File: config.mk
export PLATFORM = sky130hd
export DESIGN_NAME = mem2_load_unit_flat
export DESIGN_NICKNAME = d
export VERILOG_FILES = /design/src/rtl/mem2_load_unit_if.sv /design/src/rtl/mem2_load_unit.sv /design/src/flat_wrapper.sv
export SDC_FILE = /design/constraint.sdc
export NUM_CORES = 1
export LEC_CHECK = 0
export ABC_AREA = 1
export BUFFER_PORTS_ARGS = -buffer_cell sky130_fd_sc_hd__buf_2
export CAP_MARGIN = 10
export CORE_ASPECT_RATIO = 1.5
export CORE_MARGIN = 2
export CORE_UTILIZATION = 45
export CTS_CLUSTER_SIZE = 12
export DETAILED_ROUTE_END_ITERATION = 10
export MAX_ROUTING_LAYER = met4
export PLACE_DENSITY = 0.78
export SKIP_LAST_GASP = 1
export SYNTH_ARGS = -nofsm -noshare
export SYNTH_HDL_FRONTEND = slang
export SYNTH_SLANG_ARGS = --single-unit
File: constraint.sdc
create_clock -name clk -period 1.8 [get_ports clk]
set_input_delay 0.36 -clock clk [delete_from_list [all_inputs] [get_ports clk]]
set_output_delay 0.36 -clock clk [all_outputs]
set_load 0.01 [all_outputs]
File: src/rtl/mem2_load_unit_if.sv
// mem1 -> mem2 instruction bundle plus the DCache load response.
// master drives it (mem1 buffer / dcache), slave is mem2_load_unit.
interface mem2_load_unit_if #(
  parameter int DATA_W     = 32,
  parameter int REG_ADDR_W = 5
);
  logic                  in_valid;
  logic                  in_excp;
  logic                  in_mem_access;
  logic                  in_is_load;
  logic [1:0]            in_ld_type;
  logic                  in_ld_unsigned;
  logic [1:0]            in_addr_lo;
  logic                  in_wreg;
  logic [REG_ADDR_W-1:0] in_waddr;
  logic [DATA_W-1:0]     in_wdata;
  logic                  in_llbit_we;
  logic                  in_llbit_value;
  logic                  dcache_valid_i;
  logic [DATA_W-1:0]     dcache_data_i;

  modport master (
    output in_valid, in_excp, in_mem_access, in_is_load,
    output in_ld_type, in_ld_unsigned, in_addr_lo,
    output in_wreg, in_waddr, in_wdata,
    output in_llbit_we, in_llbit_value,
    output dcache_valid_i, dcache_data_i
  );

  modport slave (
    input in_valid, in_excp, in_mem_access, in_is_load,
    input in_ld_type, in_ld_unsigned, in_addr_lo,
    input in_wreg, in_waddr, in_wdata,
    input in_llbit_we, in_llbit_value,
    input dcache_valid_i, dcache_data_i
  );
endinterface

File: src/rtl/mem2_load_unit.sv
// mem2 stage: waits for DCache load data, aligns/extends it, registers writeback.
// Optional stall counter enabled by defining MEM2_PERF_CNT_EN.
module mem2_load_unit #(
  parameter int DATA_W     = 32,
  parameter int REG_ADDR_W = 5
) (
  input  logic                         clk,
  input  logic                         rst_n,
  input  logic                         flush,
  input  logic                         advance,
  output logic                         advance_ready,
  mem2_load_unit_if.slave              io,
  output logic [2+REG_ADDR_W+DATA_W-1:0] data_forward_o,
  output logic                         wb_valid_o,
  output logic                         wb_excp_o,
  output logic                         wb_wreg_o,
  output logic [REG_ADDR_W-1:0]        wb_waddr_o,
  output logic [DATA_W-1:0]            wb_wdata_o,
  output logic                         wb_llbit_we_o,
  output logic                         wb_llbit_value_o,
  output logic [31:0]                  perf_stall_cnt_o
);

  typedef enum logic [1:0] {
    IDLE  = 2'd0,
    WAIT  = 2'd1,
    HOLD  = 2'd2,
    DRAIN = 2'd3
  } state_t;

  state_t            state, state_n;
  logic [DATA_W-1:0] buf_q, buf_n;
  logic              ld_pending;
  logic              dv;
  logic              data_ready;
  logic              fwd_wreg;
  logic [DATA_W-1:0] load_word;
  logic [DATA_W-1:0] shifted;
  logic [DATA_W-1:0] aligned;
  logic [DATA_W-1:0] result;

  assign dv = io.dcache_valid_i;
  assign ld_pending = io.in_valid & ~io.in_excp
                    & io.in_mem_access & io.in_is_load;

  always_comb begin
    state_n = state;
    buf_n   = buf_q;
    if (flush) begin
      // still owed a response: swallow it before the next load
      state_n = (state == WAIT && !dv) ? DRAIN : IDLE;
      buf_n   = '0;
    end else begin
      unique case (state)
        IDLE: begin
          if (ld_pending && dv && !advance) begin
            state_n = HOLD;
            buf_n   = io.dcache_data_i;
          end else if (ld_pending && !dv) begin
            state_n = WAIT;
          end
        end
        WAIT: begin
          if (dv && advance) begin
            state_n = IDLE;
          end else if (dv) begin
            state_n = HOLD;
            buf_n   = io.dcache_data_i;
          end
        end
        HOLD: begin
          if (advance) state_n = IDLE;
        end
        DRAIN: begin
          if (dv) state_n = IDLE;
        end
        default: state_n = IDLE;
      endcase
    end
  end

  always_ff @(posedge clk or negedge rst_n) begin
    if (!rst_n) begin
      state <= IDLE;
      buf_q <= '0;
    end else begin
      state <= state_n;
      buf_q <= buf_n;
    end
  end

  assign advance_ready = ~ld_pending | (state == HOLD)
                       | (dv & (state != DRAIN));
  assign data_ready = ~ld_pending | (state == HOLD) | dv;

  assign load_word = (state == HOLD) ? buf_q : io.dcache_data_i;
  assign shifted   = load_word >> {io.in_addr_lo, 3'b000};

  always_comb begin
    aligned = load_word;
    unique case (io.in_ld_type)
      2'b00: aligned = {{(DATA_W-8){~io.in_ld_unsigned & shifted[7]}},
                        shifted[7:0]};
      2'b01: aligned = {{(DATA_W-16){~io.in_ld_unsigned & shifted[15]}},
                        shifted[15:0]};
      default: aligned = load_word;
    endcase
  end

  assign result   = ld_pending ? aligned : io.in_wdata;
  assign fwd_wreg = io.in_valid & ~io.in_excp & io.in_wreg;
  assign data_forward_o = {fwd_wreg, data_ready, io.in_waddr, result};

  always_ff @(posedge clk or negedge rst_n) begin
    if (!rst_n) begin
      wb_valid_o       <= 1'b0;
      wb_excp_o        <= 1'b0;
      wb_wreg_o        <= 1'b0;
      wb_waddr_o       <= '0;
      wb_wdata_o       <= '0;
      wb_llbit_we_o    <= 1'b0;
      wb_llbit_value_o <= 1'b0;
    end else if (flush) begin
      wb_valid_o       <= 1'b0;
      wb_excp_o        <= 1'b0;
      wb_wreg_o        <= 1'b0;
      wb_waddr_o       <= '0;
      wb_wdata_o       <= '0;
      wb_llbit_we_o    <= 1'b0;
      wb_llbit_value_o <= 1'b0;
    end else if (advance) begin
      wb_valid_o       <= io.in_valid;
      wb_excp_o        <= io.in_excp;
      wb_wreg_o        <= fwd_wreg;
      wb_waddr_o       <= io.in_waddr;
      wb_wdata_o       <= result;
      wb_llbit_we_o    <= io.in_valid & ~io.in_excp & io.in_llbit_we;
      wb_llbit_value_o <= io.in_llbit_value;
    end
  end

`ifdef MEM2_PERF_CNT_EN
  logic [31:0] stall_cnt;

  always_ff @(posedge clk or negedge rst_n) begin
    if (!rst_n) begin
      stall_cnt <= '0;
    end else if (io.in_valid && !advance_ready && !(&stall_cnt)) begin
      stall_cnt <= stall_cnt + 32'd1;
    end
  end

  assign perf_stall_cnt_o = stall_cnt;
`else
  assign perf_stall_cnt_o = '0;
`endif

endmodule

File: src/flat_wrapper.sv
// flat-port wrapper written by rule: the top's interface ports become plain ports
module mem2_load_unit_flat 
#(
  parameter int DATA_W     = 32,
  parameter int REG_ADDR_W = 5
)
  (clk, rst_n, flush, advance, advance_ready, data_forward_o, wb_valid_o, wb_excp_o, wb_wreg_o, wb_waddr_o, wb_wdata_o, wb_llbit_we_o, wb_llbit_value_o, perf_stall_cnt_o, io_in_valid, io_in_excp, io_in_mem_access, io_in_is_load, io_in_ld_type, io_in_ld_unsigned, io_in_addr_lo, io_in_wreg, io_in_waddr, io_in_wdata, io_in_llbit_we, io_in_llbit_value, io_dcache_valid_i, io_dcache_data_i);
  mem2_load_unit_if #(.DATA_W(DATA_W), .REG_ADDR_W(REG_ADDR_W)) io_i ();
  input  logic clk;
  input  logic rst_n;
  input  logic flush;
  input  logic advance;
  output logic advance_ready;
  output logic [2+REG_ADDR_W+DATA_W-1:0] data_forward_o;
  output logic wb_valid_o;
  output logic wb_excp_o;
  output logic wb_wreg_o;
  output logic [REG_ADDR_W-1:0] wb_waddr_o;
  output logic [DATA_W-1:0] wb_wdata_o;
  output logic wb_llbit_we_o;
  output logic wb_llbit_value_o;
  output logic [31:0] perf_stall_cnt_o;
  input wire logic [$bits(io_i.in_valid)-1:0] io_in_valid;
  input wire logic [$bits(io_i.in_excp)-1:0] io_in_excp;
  input wire logic [$bits(io_i.in_mem_access)-1:0] io_in_mem_access;
  input wire logic [$bits(io_i.in_is_load)-1:0] io_in_is_load;
  input wire logic [$bits(io_i.in_ld_type)-1:0] io_in_ld_type;
  input wire logic [$bits(io_i.in_ld_unsigned)-1:0] io_in_ld_unsigned;
  input wire logic [$bits(io_i.in_addr_lo)-1:0] io_in_addr_lo;
  input wire logic [$bits(io_i.in_wreg)-1:0] io_in_wreg;
  input wire logic [$bits(io_i.in_waddr)-1:0] io_in_waddr;
  input wire logic [$bits(io_i.in_wdata)-1:0] io_in_wdata;
  input wire logic [$bits(io_i.in_llbit_we)-1:0] io_in_llbit_we;
  input wire logic [$bits(io_i.in_llbit_value)-1:0] io_in_llbit_value;
  input wire logic [$bits(io_i.dcache_valid_i)-1:0] io_dcache_valid_i;
  input wire logic [$bits(io_i.dcache_data_i)-1:0] io_dcache_data_i;
  assign io_i.in_valid = io_in_valid;
  assign io_i.in_excp = io_in_excp;
  assign io_i.in_mem_access = io_in_mem_access;
  assign io_i.in_is_load = io_in_is_load;
  assign io_i.in_ld_type = io_in_ld_type;
  assign io_i.in_ld_unsigned = io_in_ld_unsigned;
  assign io_i.in_addr_lo = io_in_addr_lo;
  assign io_i.in_wreg = io_in_wreg;
  assign io_i.in_waddr = io_in_waddr;
  assign io_i.in_wdata = io_in_wdata;
  assign io_i.in_llbit_we = io_in_llbit_we;
  assign io_i.in_llbit_value = io_in_llbit_value;
  assign io_i.dcache_valid_i = io_dcache_valid_i;
  assign io_i.dcache_data_i = io_dcache_data_i;
  mem2_load_unit #(.DATA_W(DATA_W), .REG_ADDR_W(REG_ADDR_W)) u_core (.clk(clk), .rst_n(rst_n), .flush(flush), .advance(advance), .advance_ready(advance_ready), .io(io_i), .data_forward_o(data_forward_o), .wb_valid_o(wb_valid_o), .wb_excp_o(wb_excp_o), .wb_wreg_o(wb_wreg_o), .wb_waddr_o(wb_waddr_o), .wb_wdata_o(wb_wdata_o), .wb_llbit_we_o(wb_llbit_we_o), .wb_llbit_value_o(wb_llbit_value_o), .perf_stall_cnt_o(perf_stall_cnt_o));
endmodule
# Word-level counts from Yosys, hierarchy flattened
# Index checks and enable logic that the tools add are counted.
[totals]
reg_bits = 76
in_bits = 86
out_inout_bits = 114
wordCells = 80
[classes]
n_eq_ne = 12
shifts = 1
mux = 31
n_bitwise = 14
reduce_logical = 13
[ops]
columns = ["operator", "count"]
rows = [
  ["$mux W32", 8],
  ["$pmux W32 S2", 2],
  ["$shr A32 B5 Y16", 1],
  ["$mux W2", 8],
  ["$ne A3 B3 Y1 const B", 4],
  ["$mux W1", 10],
  ["$mux W5", 2],
  ["$and A1 B1 Y1", 8],
  ["$pmux W2 S4", 1],
  ["$reduce_and A4 Y1", 2],
  ["$logic_and A1 B1 Y1", 5],
  ["$eq A2 B1 Y1 const B", 2],
  ["$eq A2 B2 Y1 const B", 2],
  ["$logic_not A2 Y1", 2],
  ["$ne A4 B2 Y1 const B", 1],
  ["$ne A4 B4 Y1 const B", 1],
  ["$ne A3 B2 Y1 const B", 1],
  ["$not A1 Y1", 3],
  ["$or A1 B1 Y1", 3],
  ["$reduce_bool A3 Y1", 1],
  ["$logic_not A1 Y1", 2],
  ["$ne A2 B2 Y1 const B", 1],
  ["$reduce_bool A2 Y1", 1],
]

# Logic depth before layout (Yosys ltp)
[depth]
depth_word = 9
mapped_depth = 14
mapped_depth_nobuf = 13

# Worst setup path before layout
# No wires, ideal clock.
[synth_timing]
path_kind = "reg2out"
startpoint = "register u_core.state[0]"
endpoint = "output port data_forward_o[2]"
arrival_time_ps = 1422
required_time_ps = 1440
setup_slack_ps = 18
stages_incl_launch_ff = 9
n_path_buf = 2
cell_sequence = "dfrtp_1 -> inv_2 -> buf_6 -> buf_2 -> nand3_1 -> and2_1 -> o21ai_1 -> o2111ai_1 -> a21boi_1"
[synth_between]
elab_chain_len = 5
[synth_lines]
columns = ["element", "line_no", "source"]
rows = [
  ["from (decl)", "mem2_load_unit.sv:31", "state_t state, state_n;"],
  ["from (signal assigned)", "mem2_load_unit.sv:87", "state <= state_n;"],
  ["$eq A2 B2 Y1 *", "mem2_load_unit.sv:96", "assign load_word = (state == HOLD) ? buf_q : io.dcache_data_i;"],
  ["$mux W32 *", "mem2_load_unit.sv:96", ""],
  ["$shr A32 B5 Y16", "mem2_load_unit.sv:97", "assign shifted = load_word >> {io.in_addr_lo, 3'b000};"],
  ["$pmux W32 S2 *", "mem2_load_unit.sv:101", "unique case (io.in_ld_type)"],
  ["$mux W32 *", "mem2_load_unit.sv:110", "assign result = ld_pending ? aligned : io.in_wdata;"],
  ["to (decl)", "flat_wrapper.sv:14", "output logic [2+REG_ADDR_W+DATA_W-1:0] data_forward_o;"],
]
# Mark *: on every way between the ends. The rest lies on a longest branch, timed or not.

# Worst setup path in the final report
[layout_timing]
startpoint = "register u_core.state[1]"
endpoint = "output port data_forward_o[4]"
# Same word-level chain as after synthesis.

==> out/results.txt <==
status: complete, but fails checks
violated checks: negative setup slack
sequential cell area fraction in the yosys report: 36.79%
row count: 47
commonest non-fill, non-tap cell in the layout: buf_2
Worst Path Required: 1440 ps
Post-Syn Area: 0.005169 mm²
startpoint types: flop
MaxCap Viol Count: 0
Crit path max-delay family: flip-flops
sequential share of power: 26.3%
final wirelength: 20.10 mm
clk_lat worst skew: 340 ps
delay of the slowest critical-path stage: 470 ps
CP cell instances: nand2_8 > buf_12 > buf_8 > nand2_4 > and2_4 > o21ai_4 > o2111ai_2 > a21boi_1 > buf_2
Die Wd: 91.51 µm
HPWL after detailed placement: 12.87 mm
Final Skew: 7.286 ps
Worst Setup SP: u_core.state[1]$_DFFE_PN0P_
Antenna diodes: 0
Synth Warn #: 0
initial antenna violation count: 0
vias in the first global route: 5718
CP max stage cell: dfrtp_2
Synth top area share: 36.79%
Synth cell types: 37
synthesized area per cell: 6.994 µm²
Final Hold Viols: 0
Switching Share: 39.20%
IO Port Bufs: 167
Max clock buf depth: 2
Final Wtd Congestion: 0.9513
sw power: 3.016 mW
Final min period: 2452 ps
core area: 0.01111 mm²
Clock power frac: 23.8%
leak pwr: 4.302 nW
post-route clock period utilization: 136.2%
CTS root buffer: clkbuf_16
largest net degree at the start of global routing: 77
DR pass1 iterations: 5
cell taking the most area after synthesis: dfrtp_1
crit path kind: reg2out
die area: 0.01238 mm²
worst-path fanout max: 8
ys async rst share: 100.0%
FF+latch count, synth: 76
Via density: 5.374
fin area: 0.008200 mm²
global-route wire length before repair: 28.52 mm
combinational share of power: 49.9%
# hold bufs at CTS: 0
Setup WS post-layout: -652.4 ps
Hold/Removal Path Class: in2async
clock sink count: 76
# setup viols final: 61
Worst VDD drop: 0.0007598 V
Total Routing Usage GR: 30.03%
Fmax achieved: 0.4078 GHz
dominant synthesized flop cell: dfrtp_1
origin of the critical flop-to-flop path: u_core.state[0]$_DFFE_PN0P_
Placement Cell Area: 0.006499 mm²
Ports: 200
PwrDens: 938.1 mW/mm²
most frequent cells in the layout: buf_2 (161), nand2_1 (132), buf_4 (85)
CTS tree: done
wire length per cell: 17.66 µm
Post-Place Cells: 1089
Post-synth EDFFs: 0
layout cells sized above 1: 50.66%
RSZ-0062 raised after global routing: yes
crit path DAT: 2090 ps
clock slew at reported path FFs: 60 ps
GRT Residual Overflow: 0
Slew Limit Fails: 0
Gate Count Post-Synth: 739
DP Worst Slack: -306.0 ps
Pint: 4.677 mW
Net count, final: 1072
die extent in y: 135.3 µm
DRC Markers: 0
area growth from synthesis to layout: 58.65%
total number of vias: 6116
total CTS buffers: 9
DR iter-0 viols: 382
antenna viol nets, final: 0
Finished Layout Cells: 1138
H-tree depth: 3
Initial Util: 46.50%
ranking of synthesized cells by area: dfrtp_1 (37%), nand2_1 (13%), nand3_1 (12%)
Final TNS setup: -20910 ps
Worst Path Buf+Inv: 3
CP endpoint kind: output port
-- power groups by stage --
stage / registers [mW] / clock network [mW] / logic (mW)
6_report: 2.02 / 1.83 / 3.84
5_1_grt: 2.04 / 1.91 / 4.06
4_1_cts: 2.00 / 1.83 / 3.23
3_5_place_dp: 2.00 / 0 / 2.38
3_3_place_gp: 2.00 / 0 / 2.36
2_1_floorplan: 2.01 / 0 / 1.33
-- synth_stat cells (all sizes together), types with 2 or more instances --
library cell and count:
o211ai 5, or2 18, buf 64, o2111ai 2, inv 81, nand3 131
nor2 36, dfrtp 76, a22o 7, o21ai 68, clkbuf 17, nand2 188
a21oi 28, a21boi 3, o22ai 3, o21a 2, and2 3
-- flip-flops by register name, indices dropped and copies added, names as in the netlist --
signal,cells
u_core.state,2
u_core.wb_excp_o,1
u_core.wb_valid_o,1
u_core.wb_wdata_o,32
u_core.wb_waddr_o,5
u_core.wb_llbit_we_o,1
u_core.wb_wreg_o,1
u_core.wb_llbit_value_o,1
u_core.buf_q,32
-- worst register-to-register path, delay by kind of cell (launching register included) --
kind,cells,cell delay [ps]
AO/OA/AOI/OAI,4,510
buffers and inverters,8,1040
flip-flops,1,420
AND/OR/NAND/NOR,2,250
-- per-stage QoR --
| stage | util [%] | total power [mW] | hold WS (ps) |
|---|---|---|---|
| floorplan | - | 3.344 | 64.41 |
| global route | 73.78 | 8.011 | 70.34 |
| global placement | 58.47 | 4.356 | 412.2 |
| finish | 73.78 | 7.693 | 31.93 |
| CTS | 67.42 | 7.057 | 53.93 |
| detailed placement | 58.47 | 4.379 | 412.9 |
-- worst paths after layout --
| check | endpoint | slack, ps | cells after the start |
|---|---|---|---|
| hold / removal | u_core.wb_wreg_o$_DFFE_PN0P_ | 30 | 2 |
| min in group clk | u_core.wb_llbit_value_o$_DFFE_PN0P_ | 240 | 2 |
| hold reg to reg | u_core.wb_wdata_o[6]$_DFFE_PN0P_ | 470 | 2 |
| setup / recovery | data_forward_o[4] | -650 | 9 |
| max in group asynchronous | u_core.wb_wdata_o[9]$_DFFE_PN0P_ | 1440 | 2 |
| setup reg to reg | u_core.wb_wdata_o[5]$_DFFE_PN0P_ | -490 | 14 |
-- cells by family after synthesis --
group / synth area share [%]
compound gates: 13.75
buf+inv: 16.63
flops: 36.79
other cells: 0.07255
simple gates: 32.75
-- cell type report --
type,instances,area [µm²]
Multi-Input combinational cell,531,3418
Fill cell,825,2914
Timing Repair Buffer,286,2087
Sequential cell,76,1903
Inverter,82,314.1
Clock buffer,10,229.0
Tap cell,147,183.9
Clock inverter,6,65.06
-- layer usage --
metal	wire (µm)	global-route usage (%)	vias to the layer above
met4	1311	16.58	0
met2	10340	50.41	296
met5	0	-	-
met1	7382	34.24	2892
li1	-	-	2835
met3	1069	4.619	93
-- timing repair --
item	CTS	global route
cloned	3	7
setup buffers	12	14
gates resized for setup	139	116
endpoints found under the setup margin	37	91
pin swaps	42	50
No activity file was read; power rests on OpenSTA's default activity.
